===== config.mk =====
export PLATFORM = sky130hd
export DESIGN_NAME = seq_step_controller
export DESIGN_NICKNAME = d
export VERILOG_FILES = /design/src/rtl/seq_step_controller.sv
export SDC_FILE = /design/constraint.sdc
export NUM_CORES = 1
export LEC_CHECK = 0
export CORE_AREA = 2 2 74 58
export CTS_CLUSTER_SIZE = 14
export DETAILED_ROUTE_END_ITERATION = 6
export DIE_AREA = 0 0 76 60
export GPL_ROUTABILITY_DRIVEN = 0
export MAX_ROUTING_LAYER = met4
export PLACE_DENSITY_LB_ADDON = 0.2
export SYNTH_ARGS = -nofsm -noshare
export SYNTH_HDL_FRONTEND = slang
export SYNTH_SLANG_ARGS = --single-unit

===== constraint.sdc =====
create_clock -name clk -period 2.8 [get_ports clk]
set_clock_uncertainty 0.15 [all_clocks]
set_input_delay 0.42 -clock clk [delete_from_list [all_inputs] [get_ports clk]]
set_output_delay 0.42 -clock clk [all_outputs]
set_load 0.02 [all_outputs]

===== src/rtl/seq_step_controller.sv =====
// seq_step_controller
//
// Purpose:
//   A 16-step (by default) sequence controller. A start strobe in IDLE
//   begins a pass at step 0. Each advance strobe in RUN moves one step on.
//   An advance on the final step ends the pass, pulses done for one cycle
//   and bumps the 8-bit pass counter. Abort cancels a pass with no done
//   pulse and wins over start and advance. Every output comes straight
//   from a flop, so no input reaches an output combinationally.
//
// Ports:
//   clk          in   1      rising-edge clock
//   rst_n        in   1      synchronous reset, active low
//   start        in   1      begin a pass (IDLE only)
//   advance      in   1      step strobe (RUN only)
//   abort        in   1      cancel the pass (highest priority)
//   cur_state    out  SW     current step index
//   step_onehot  out  STEPS  one-hot copy of cur_state while busy, else 0
//   busy         out  1      high while in RUN
//   done         out  1      one-cycle pulse at the end of a pass
//   pass_count   out  8      completed passes, modulo 256

module seq_step_controller #(
  parameter int STEPS = 16,
  parameter int SW    = 16
) (
  input  logic             clk,
  input  logic             rst_n,
  input  logic             start,
  input  logic             advance,
  input  logic             abort,
  output logic [SW-1:0]    cur_state,
  output logic [STEPS-1:0] step_onehot,
  output logic             busy,
  output logic             done,
  output logic [7:0]       pass_count
);

  typedef enum logic {
    IDLE = 1'b0,
    RUN  = 1'b1
  } stateT;

  localparam logic [SW-1:0]    LAST_STEP = SW'(STEPS - 1);
  localparam logic [STEPS-1:0] FIRST_HOT = STEPS'(1);

  stateT            state, stateNext;
  logic [SW-1:0]    curState, curNext;
  logic [STEPS-1:0] stepOnehot, onehotNext;
  logic             busyQ, busyNext;
  logic             doneQ, doneNext;
  logic [7:0]       passCount, passNext;

  // Next-state and next-output decode. Every register holds by default,
  // except done, which is a pulse and so clears unless this cycle ends a
  // pass. Leaving RUN (by abort or by finishing) always returns the step
  // index and one-hot select to zero, so IDLE always sits at step 0.
  always_comb begin
    stateNext  = state;
    curNext    = curState;
    onehotNext = stepOnehot;
    busyNext   = busyQ;
    doneNext   = 1'b0;
    passNext   = passCount;

    case (state)
      IDLE: begin
        if (start && !abort) begin
          stateNext  = RUN;
          curNext    = '0;
          onehotNext = FIRST_HOT;
          busyNext   = 1'b1;
        end
      end

      RUN: begin
        if (abort) begin
          stateNext  = IDLE;
          curNext    = '0;
          onehotNext = '0;
          busyNext   = 1'b0;
        end else if (advance) begin
          if (curState == LAST_STEP) begin
            stateNext  = IDLE;
            curNext    = '0;
            onehotNext = '0;
            busyNext   = 1'b0;
            doneNext   = 1'b1;
            passNext   = passCount + 8'd1;
          end else begin
            curNext    = curState + SW'(1);
            onehotNext = stepOnehot << 1;
          end
        end
      end

      default: begin
        stateNext  = IDLE;
        curNext    = '0;
        onehotNext = '0;
        busyNext   = 1'b0;
      end
    endcase
  end

  // State and output registers. Reset is synchronous and simply drops
  // everything to zero, including mid-pass, so it never produces a done.
  always_ff @(posedge clk) begin
    if (!rst_n) begin
      state      <= IDLE;
      curState   <= '0;
      stepOnehot <= '0;
      busyQ      <= 1'b0;
      doneQ      <= 1'b0;
      passCount  <= 8'd0;
    end else begin
      state      <= stateNext;
      curState   <= curNext;
      stepOnehot <= onehotNext;
      busyQ      <= busyNext;
      doneQ      <= doneNext;
      passCount  <= passNext;
    end
  end

  assign cur_state   = curState;
  assign step_onehot = stepOnehot;
  assign busy        = busyQ;
  assign done        = doneQ;
  assign pass_count  = passCount;

endmodule


==> key figures, run 1 <==
GRT
  – Vias in the first global route: 1,503
  – Initial antenna violation count: 0
  – GRT Util Overall: 0.204
  – Grt total ovfl: 0
  – First-pass GRT wire length: 7180 um
  – Pin count of the biggest net entering global routing: 32

Finish
  – Area of the multi-input gates: 0.00103 mm2
  – # diodes: 0
  – Synth-to-layout area growth: 31.1%
  – Nets: 283
  – Final core utilization: 0.658
  – # fillers: 334
  – Layout cell share with drive strength beyond 1: 0.0686
  – Design Area, Final: 0.00255 mm2
  – Reg area: 861 um2

Setup path
  – Worst path cell trace: clkdlybuf4s50_1 > o21a_1 > nor2_2 > o31ai_4 > buf_4 > a21oi_1
  – Worst path bufs/invs: 2
  – Slowest CP cell: nor2_2
  – Delay-heaviest family, CP: buffers and inverters
  – Critical Setup Path Class: input pin to register
  – CP peak stage delay: 580 ps
  – Crit start category: input pin
  – Endpoint type of the worst setup path: register
  – Crit path DAT: 2410 ps
  – Critical Path Fanout Max: 31
  – WP data required: 2870 ps

Floorplanning
  – DIE WIDTH: 76 um
  – Die area: 0.00456 mm2
  – Die Ht: 60 um
  – Core footprint: 0.00388 mm2
  – Initial core utilization: 0.502
  – Cell row count: 20
  – IO Count: 47

Clock tree
  – CTS Buffer Depth: 2
  – Resize count post-CTS: 0
  – CTS Root Cell: clkbuf_8
  – Post-CTS Setup Inserts: 0
  – Hold-fix buffers, CTS: 0
  – Worst-Skew Late Latency: 290 ps
  – # clock sinks: 43
  – Worst-path clk slew: 80 ps
  – Max H-tree Level: 2
  – TritonCTS Buffers: 5
  – CTS tree: built

Yosys
  – Post-synthesis compound-gate area fraction: 0.171
  – Yosys cell types: 37
  – Post-synth EDFFs: 0
  – Post-synthesis adder-cell area fraction: 0.0128
  – Ys Warns: 0
  – Main combinational cell family by area after synthesis: simple AND/OR/NAND/NOR gates
  – Mux contribution to synthesized area: 0.0154
  – Cell count after synthesis: 231
  – Syn Area/Cell: 8.43 um2
  – Top cells by count, synth: 45 x nand2_1, 43 x dfxtp_1, 32 x a21oi_1, 12 x o21ai_0
  – Synth Area in XOR/XNOR: 0.0225
  – FFs w/ async S/R, synth: 0
  – Count leader, synth: nand2_1
  – Post-Syn Nets: 238
  – Sequential cell area fraction in the yosys report: 0.442
  – Post-synth top flop: dfxtp_1
  – Yosys top cell by area: dfxtp_1
  – Yosys top cell area share: 0.442
  – Largest cells by area after synthesis: dfxtp_1 44%, nand2_1 8.7%, a21oi_1 8.2%, o21ai_0 3.1%, or3_1 2.9%
  – Synthesized flop and latch total: 43
  – Post-Synth Simple-Gate Area: 0.300
  – Post-synthesis cell area: 0.00195 mm2

Detailed routing
  – Final WL: 4430 um
  – Post-route DRC: 0
  – Drt initial violations: 117
  – Drt pass-1 iters: 5
  – Drt wl/cell: 13.3 um
  – Via density: 5.58
  – Post-route ant nets: 0
  – Vias post-DR: 1,851

Timing
  – RSZ-0062 raised after global routing: no
  – Fmax: 428 MHz
  – Final hold violations: 0
  – Final setup vio count: 0
  – Fin crit share: 0.835
  – Max Slew Vio Count: 0
  – Minimum clock period: 2340 ps
  – Relative slew slack: 0.514
  – Worst Max-Slew Pin Slew: 728 ps
  – Min Hold Slack: 312 ps
  – TNS Setup: 0 ps

Power
  – Pwr Density: 439 mW/mm2
  – Max VDD drop: 360 uV
  – Leakage power: 0.802 nW
  – Overall power: 1.12 mW

Placed design
  – I/O Buffers: 46
  – Detailed Place HPWL: 3080 um
  – Area post-placement: 0.00245 mm2

Outcome
  – Status: finished clean

Min path
  – Hold Crit Class: register to register

Run
  – Max_cap viols: 0
stage by stage:
| stage | setup WS, ps | instances |
|---|---|---|
| final | 461 | 332 |
| after global routing | 270 | 332 |
| after CTS | 453 | 332 |
| after detailed placement | 137 | 324 |
| after global placement | 186 | 324 |
| after floorplan | 764 | 231 |
final cells by class:
cell class / instances / area share
inverter: 2 / 0.00294
tap: 55 / 0.0269
timing repair buffer: 50 / 0.192
sequential: 43 / 0.337
clock buffer: 8 / 0.0392
multi-input combinational: 174 / 0.402
metal layers:
metal / track usage / vias up / routed length (um)
li1: - / 923 / -
met2: 0.304 / 62 / 1980
met5: - / - / 0
met4: 0.0649 / 0 / 19
met1: 0.282 / 864 / 2150
met3: 0.0438 / 2 / 284
cell usage in the layout (no fill, tap or decap), types with 4 or more instances in the layout:
cell type / count
o21ai_0: 12
nand3_1: 5
nor2_1: 9
buf_4: 4
nand4_1: 5
nand2b_1: 8
nor4_1: 5
or4_1: 5
nand2_1: 45
dfxtp_1: 43
o31ai_1: 6
a21oi_1: 32
xor2_1: 4
or3_1: 9
clkdlybuf4s50_1: 46
clkbuf_8: 7
state kept, by name, summed over array words and instances, names as in the netlist:
signal and flops:
step_onehot 16, busy 1, cur_state 16, state 1, pass_count 8, done 1
where the power goes:
| group | leakage [nW] | total [mW] | switching, mW | internal (mW) |
|---|---|---|---|---|
| sequential | 0.347 | 0.623 | 0.00692 | 0.616 |
| clock | 0.0515 | 0.425 | 0.200 | 0.225 |
| combinational | 0.404 | 0.0722 | 0.0463 | 0.0259 |
| total | 0.802 | 1.12 | 0.254 | 0.867 |
logic make-up (layout without fill, tap and decap cells):
| logic type | Yosys count | count (layout) |
|---|---|---|
| and+or+nand+nor | 106 | 106 |
| AOI/OAI and AO/OA | 58 | 58 |
| DFF | 43 | 43 |
| buffers and inverters | 14 | 60 |
| xor gates and xnor gates | 5 | 5 |
| muxes | 3 | 3 |
| adders and majority gates | 2 | 2 |
worst reg2reg max path, cell delays in order (launching register included):
cell      delay, ps
dfxtp_1         440
ha_1            290
and4bb_2        280
nand4_2         240
or4_1           540
a21oi_1         150
worst paths after layout:
| path | startpoint | end | slack (ps) | cells after the start |
|---|---|---|---|---|
| setup / recovery | abort | step_onehot[9] | 460 | 6 |
| setup reg to reg | cur_state[0] | pass_count[3] | 640 | 5 |
| hold / removal | step_onehot[15] | step_onehot[15] | 310 | 2 |
| hold reg to reg | step_onehot[15] | step_onehot[15] | 310 | 2 |
No activity file was read; power rests on OpenSTA's default activity.
==> inputs of run 2 (changes only) <==
--- a/config.mk
+++ b/config.mk
@@ -5,10 +5,10 @@
 export SDC_FILE = /design/constraint.sdc
 export NUM_CORES = 1
 export LEC_CHECK = 0
-export CORE_AREA = 2 2 74 58
+export CORE_AREA = 2 2 76 60
 export CTS_CLUSTER_SIZE = 14
 export DETAILED_ROUTE_END_ITERATION = 6
-export DIE_AREA = 0 0 76 60
+export DIE_AREA = 0 0 78 62
 export GPL_ROUTABILITY_DRIVEN = 0
 export MAX_ROUTING_LAYER = met4
 export PLACE_DENSITY_LB_ADDON = 0.2
==> constraint.sdc (replaced) <==
create_clock -name clk -period 2.4 [get_ports clk]
set_clock_uncertainty 0.15 [all_clocks]
set_input_delay 0.36 -clock clk [delete_from_list [all_inputs] [get_ports clk]]
set_output_delay 0.36 -clock clk [all_outputs]
set_load 0.02 [all_outputs]
==> run 2 against run 1 <==
Routed wire length grew 3.2%. Non-clock buffer count grew 8. Global-route usage fell by 0.34 points. Core utilization fell by 3.9 points. Sequential share of layout area is 0.65 points lower. Count of clock-buffer cells in the layout is 2 lower. Worst setup slack worse by 160 ps. First-iteration DRC count shrank 13%. Critical path type is now register to register. Critical endpoint is now pass_count[3].
==> key figures, run 2 (synthesis results as in run 1) <==
GRT
  – Vias in the first global route: 1,570 (was 1,503)
  – GRT Util Overall: 0.201 (was 0.204)
  – Initial antenna violation count: 0 (unchanged)
  – Grt total ovfl: 0 (unchanged)
  – Pin count of the biggest net entering global routing: 18 (was 32)
  – First-pass GRT wire length: 7400 um (was 7180 um)

Clock tree
  – CTS Buffer Depth: 2 (unchanged)
  – Worst-path clk slew: 80 ps (about the same)
  – Max H-tree Level: 2 (unchanged)
  – Post-CTS Setup Inserts: 0 (unchanged)
  – CTS Root Cell: clkbuf_8 (unchanged)
  – CTS tree: built (unchanged)
  – Worst-Skew Late Latency: 290 ps (about the same)
  – Resize count post-CTS: 0 (unchanged)
  – # clock sinks: 43 (unchanged)
  – Hold-fix buffers, CTS: 0 (unchanged)
  – TritonCTS Buffers: 5 (unchanged)

Finish
  – Synth-to-layout area growth: 33.7% (was 31.1%)
  – Layout cell share with drive strength beyond 1: 0.0951 (was 0.0686)
  – Reg area: 861 um2 (unchanged)
  – Most frequent cells in the layout: 46 x clkdlybuf4s50_1, 45 x nand2_1, 43 x dfxtp_1 (unchanged)
  – # diodes: 0 (unchanged)
  – Nets: 291 (was 283)
  – Most common cell after layout, fill and taps aside: clkdlybuf4s50_1 (unchanged)
  – Design Area, Final: 0.00260 mm2 (was 0.00255 mm2)
  – Layout Cells excl Fill: 341 (was 332)
  – Area of the multi-input gates: 0.00103 mm2 (unchanged)
  – # fillers: 387 (was 334)

Power
  – Overall power: 1.28 mW (was 1.12 mW)
  – Pwr Density: 493 mW/mm2 (was 439 mW/mm2)
  – Max VDD drop: 387 uV (was 360 uV)
  – Leakage power: 0.835 nW (was 0.802 nW)

Floorplanning
  – Die area: 0.00484 mm2 (was 0.00456 mm2)
  – IO Count: 47 (unchanged)
  – Initial core utilization: 0.463 (was 0.502)
  – Die Ht: 62 um (was 60 um)
  – Cell row count: 21 (was 20)
  – Core footprint: 0.00420 mm2 (was 0.00388 mm2)
  – DIE WIDTH: 78 um (was 76 um)

Timing
  – Worst Max-Slew Pin Slew: 414 ps (was 728 ps)
  – Final hold violations: 0 (unchanged)
  – RSZ-0062 raised after global routing: no (unchanged)
  – TNS Setup: 0 ps (unchanged)
  – Relative slew slack: 0.723 (was 0.514)
  – Max Slew Vio Count: 0 (unchanged)
  – Fmax: 477 MHz
  – Fin crit share: 0.874
  – Final setup vio count: 0 (unchanged)
  – Minimum clock period: 2100 ps
  – Min Hold Slack: 319 ps (was 312 ps)

Setup path
  – Critical R2R Launch: cur_state[0] (unchanged)
  – R2R depth: 5 (unchanged)
  – Flop-to-flop setup slack: 300 ps (was 640 ps)
  – Crit. Startpoint: cur_state[0] (was abort)
  – Critical Setup Path Class: register to register (was input pin to register)
  – Critical Path Fanout Max: 10 (was 31)
  – Crit start category: register (was input pin)
  – Reg-to-reg endpoint: pass_count[3] (unchanged)
  – WP data required: 2480 ps (was 2870 ps)
  – Endpoint type of the worst setup path: register (unchanged)
  – Crit path DAT: 2180 ps (was 2410 ps)

Detailed routing
  – Vias post-DR: 1,817 (was 1,851)
  – Drt wl/cell: 13.4 um (was 13.3 um)
  – Final WL: 4580 um (was 4430 um)
  – Post-route DRC: 0 (unchanged)
  – Drt pass-1 iters: 4 (was 5)
  – Post-route ant nets: 0 (unchanged)
  – Via density: 5.33 (was 5.58)
  – Drt initial violations: 102 (was 117)

Placed design
  – Detailed Place HPWL: 3270 um (was 3080 um)
  – I/O Buffers: 46 (unchanged)
  – DP Cell Count: 334 (was 324)
  – Area post-placement: 0.00252 mm2 (was 0.00245 mm2)

Outcome
  – Status: finished clean (unchanged)

Min path
  – HP Start: step_onehot[6] (was step_onehot[15])
  – Worst hold stages: 2 (unchanged)
  – Worst Hold End: step_onehot[7] (was step_onehot[15])
  – Hold Crit Class: register to register (unchanged)

Run
  – Max_cap viols: 0 (unchanged)
-- run 2: where the power goes --
group          leakage [nW]  switching, mW  internal (mW)  total, mW
Sequential            0.347        0.00751          0.718      0.726
Clock                0.0470          0.237          0.226      0.463
Combinational         0.441         0.0578         0.0373     0.0952
Total                 0.835          0.302          0.982       1.28
-- run 2: layout make-up --
| cell class | instances | area share |
|---|---|---|
| clock buffers | 6 | 0.0317 |
| clock inverters | 1 | 0.00192 |
| inverters | 2 | 0.00288 |
| multi-input cells | 174 | 0.394 |
| flip-flops and latches | 43 | 0.331 |
| well taps | 57 | 0.0274 |
| repair buffers | 58 | 0.211 |
-- run 2: worst max-delay path: stages, from the launching register on --
cell	delay, ps
dfxtp_1	420
ha_1	280
and4bb_2	270
nand4_2	230
or4_1	530
a21oi_1	140
-- run 2: metrics by stage --
| step | utilization | setup WS [ps] |
|---|---|---|
| after floorplan | - | 364 |
| after global placement | 0.599 | 177 |
| after detailed placement | 0.599 | 147 |
| after CTS | 0.619 | 308 |
| after global routing | 0.619 | 182 |
| final | 0.619 | 302 |
-- run 2: worst max path at each step --
stage                     to  slack [ps]  cells past startpoint
6_report       pass_count[3]         300                      5
5_1_grt        pass_count[7]         180                      5
4_1_cts        pass_count[7]         310                      5
3_5_place_dp   pass_count[7]         150                      5
3_3_place_gp   pass_count[7]         180                      5
2_1_floorplan  pass_count[7]         360                      5
-- run 2: metal layers --
metal  up-vias  wire length (um)  track usage
li1        940                 -            -
met1       839              2340        0.282
met2        31              2020        0.278
met3         7               156       0.0462
met4         0                53       0.0852
met5         -                 0            -
==> inputs of run 3 (changes only) <==
--- a/config.mk
+++ b/config.mk
@@ -5,10 +5,10 @@
 export SDC_FILE = /design/constraint.sdc
 export NUM_CORES = 1
 export LEC_CHECK = 0
-export CORE_AREA = 2 2 76 60
+export CORE_AREA = 2 2 67 69
 export CTS_CLUSTER_SIZE = 14
 export DETAILED_ROUTE_END_ITERATION = 6
-export DIE_AREA = 0 0 78 62
+export DIE_AREA = 0 0 69 71
 export GPL_ROUTABILITY_DRIVEN = 0
 export MAX_ROUTING_LAYER = met4
 export PLACE_DENSITY_LB_ADDON = 0.2
==> run 3 against run 2 <==
Clock power barely moved. Global-route usage fell by 0.32 points. Routed wire length fell by 1.2%.
==> key figures, run 3 (synthesis results as in run 1) <==
Finish
  – Layout Cells excl Fill: 337 (was 341)
  – Layout cell share with drive strength beyond 1: 0.0982 (was 0.0951)
  – Most common cell after layout, fill and taps aside: clkdlybuf4s50_1 (unchanged)
  – Most frequent cells in the layout: 46 x clkdlybuf4s50_1, 45 x nand2_1, 43 x dfxtp_1 (unchanged)
  – # fillers: 401 (was 387)
  – Final core utilization: 0.620 (was 0.619)
  – Area of the multi-input gates: 0.00103 mm2 (unchanged)
  – Nets: 292 (was 291)
  – Reg area: 861 um2 (unchanged)
  – # diodes: 0 (unchanged)
  – Synth-to-layout area growth: 33.7% (about the same)

Timing
  – TNS Setup: 0 ps (unchanged)
  – Max Slew Vio Count: 0 (unchanged)
  – Min Hold Slack: 325 ps (was 319 ps)
  – Worst Setup Slack, final: 392 ps (was 302 ps)
  – Worst Max-Slew Pin Slew: 416 ps (was 414 ps)
  – Fmax: 498 MHz (was 477 MHz)
  – Final setup vio count: 0 (unchanged)
  – Fin crit share: 0.837 (was 0.874)
  – Relative slew slack: 0.721 (was 0.723)
  – RSZ-0062 raised after global routing: no (unchanged)
  – Minimum clock period: 2010 ps (was 2100 ps)
  – Final hold violations: 0 (unchanged)

Setup path
  – R2R depth: 5 (unchanged)
  – Crit start category: register (unchanged)
  – Critical Setup Path Class: register to output pin (was register to register)
  – Flop-to-flop setup slack: 430 ps (was 300 ps)
  – Delay-heaviest family, CP: buffers and inverters (was simple AND/OR/NAND/NOR gates)
  – WP data required: 1890 ps (was 2480 ps)
  – Crit path DAT: 1500 ps (was 2180 ps)
  – Worst path depth: 1 (was 5)
  – Slowest CP cell: clkdlybuf4s50_1 (was or4_1)
  – CP peak stage delay: 670 ps (was 530 ps)
  – Reg-to-reg endpoint: pass_count[5] (was pass_count[3])
  – Endpoint type of the worst setup path: output pin (was register)
  – Critical R2R Launch: cur_state[0] (unchanged)
  – Worst path cell trace: clkdlybuf4s50_1 (was ha_1 > and4bb_2 > nand4_2 > or4_1 > a21oi_1)
  – Critical Path Fanout Max: 9 (was 10)
  – Worst path bufs/invs: 1 (was 0)

Min path
  – Hold Crit Class: register to register (unchanged)
  – Worst Hold End: step_onehot[15] (was step_onehot[7])
  – Worst hold stages: 2 (unchanged)
  – HP Start: step_onehot[15] (was step_onehot[6])

Detailed routing
  – Vias post-DR: 1,875 (was 1,817)
  – Final WL: 4520 um (was 4580 um)
  – Post-route ant nets: 0 (unchanged)
  – Drt pass-1 iters: 4 (unchanged)
  – Post-route DRC: 0 (unchanged)
  – Drt wl/cell: 13.4 um (about the same)
  – Drt initial violations: 151 (was 102)
  – Via density: 5.56 (was 5.33)

GRT
  – Pin count of the biggest net entering global routing: 19 (was 18)
  – GRT Util Overall: 0.198 (was 0.201)
  – Grt total ovfl: 0 (unchanged)
  – Vias in the first global route: 1,675 (was 1,570)
  – First-pass GRT wire length: 7800 um (was 7400 um)
  – Initial antenna violation count: 0 (unchanged)

Placed design
  – I/O Buffers: 46 (unchanged)
  – Detailed Place HPWL: 3200 um (was 3270 um)
  – Worst slack at placement: 128 ps (was 147 ps)
  – DP Cell Count: 330 (was 334)

Power
  – Max VDD drop: 382 uV (was 387 uV)
  – Pwr Density: 494 mW/mm2 (was 493 mW/mm2)
  – Leakage power: 0.840 nW (was 0.835 nW)

Floorplanning
  – Die Ht: 71 um (was 62 um)
  – Core footprint: 0.00420 mm2 (unchanged)
  – DIE WIDTH: 69 um (was 78 um)
  – Initial core utilization: 0.463 (unchanged)
  – IO Count: 47 (unchanged)
  – Die area: 0.00490 mm2 (was 0.00484 mm2)
  – Cell row count: 24 (was 21)

Clock tree
  – Max H-tree Level: 2 (unchanged)
  – TritonCTS Buffers: 5 (unchanged)
  – # clock sinks: 43 (unchanged)
  – Worst-Skew Late Latency: 290 ps (about the same)
  – Post-CTS Setup Inserts: 0 (unchanged)
  – CTS Root Cell: clkbuf_8 (unchanged)
  – CTS Buffer Depth: 2 (unchanged)
  – Worst-path clk slew: 80 ps (about the same)
  – Resize count post-CTS: 0 (unchanged)
  – Hold-fix buffers, CTS: 0 (unchanged)
  – CTS tree: built (unchanged)

Outcome
  – Status: finished clean (unchanged)

Run
  – Max_cap viols: 0 (unchanged)
-- run 3: layer usage --
metal / up-vias / track usage / share of wire
met2: 34 / 0.312 / 0.47
met4: 0 / 0.0479 / 0.0095
met3: 6 / 0.0556 / 0.050
met1: 889 / 0.253 / 0.47
met5: - / - / 0
li1: 946 / - / -
-- run 3: worst max path at each step --
stage            startpoint            end  slack (ps)
6_report       cur_state[5]   cur_state[5]         390
5_1_grt               abort  cur_state[14]         310
4_1_cts        cur_state[5]   cur_state[5]         390
3_5_place_dp          abort  cur_state[14]         130
3_3_place_gp          abort  cur_state[13]         180
2_1_floorplan  cur_state[0]  pass_count[7]         360
-- run 3: report_power, final --
part	leakage (nW)	internal [mW]	switching [mW]	total, mW
logic	0.446	0.0374	0.0567	0.0941
registers	0.347	0.718	0.00801	0.726
clock network	0.0470	0.226	0.239	0.465
-- run 3: cell type report --
type                            count  area share
Clock inverter                      1     0.00192
Inverter                            2     0.00288
Multi-Input combinational cell    174       0.394
Tap cell                           52      0.0250
Clock buffer                        6      0.0317
Timing Repair Buffer               59       0.214
Sequential cell                    43       0.330
-- run 3: per-stage QoR --
stage               power, mW  instance area, um2
floorplan               0.798                1950
global placement        0.837                2520
detailed placement      0.838                2520
CTS                      1.30                2610
global route             1.35                2610
finish                   1.29                2610
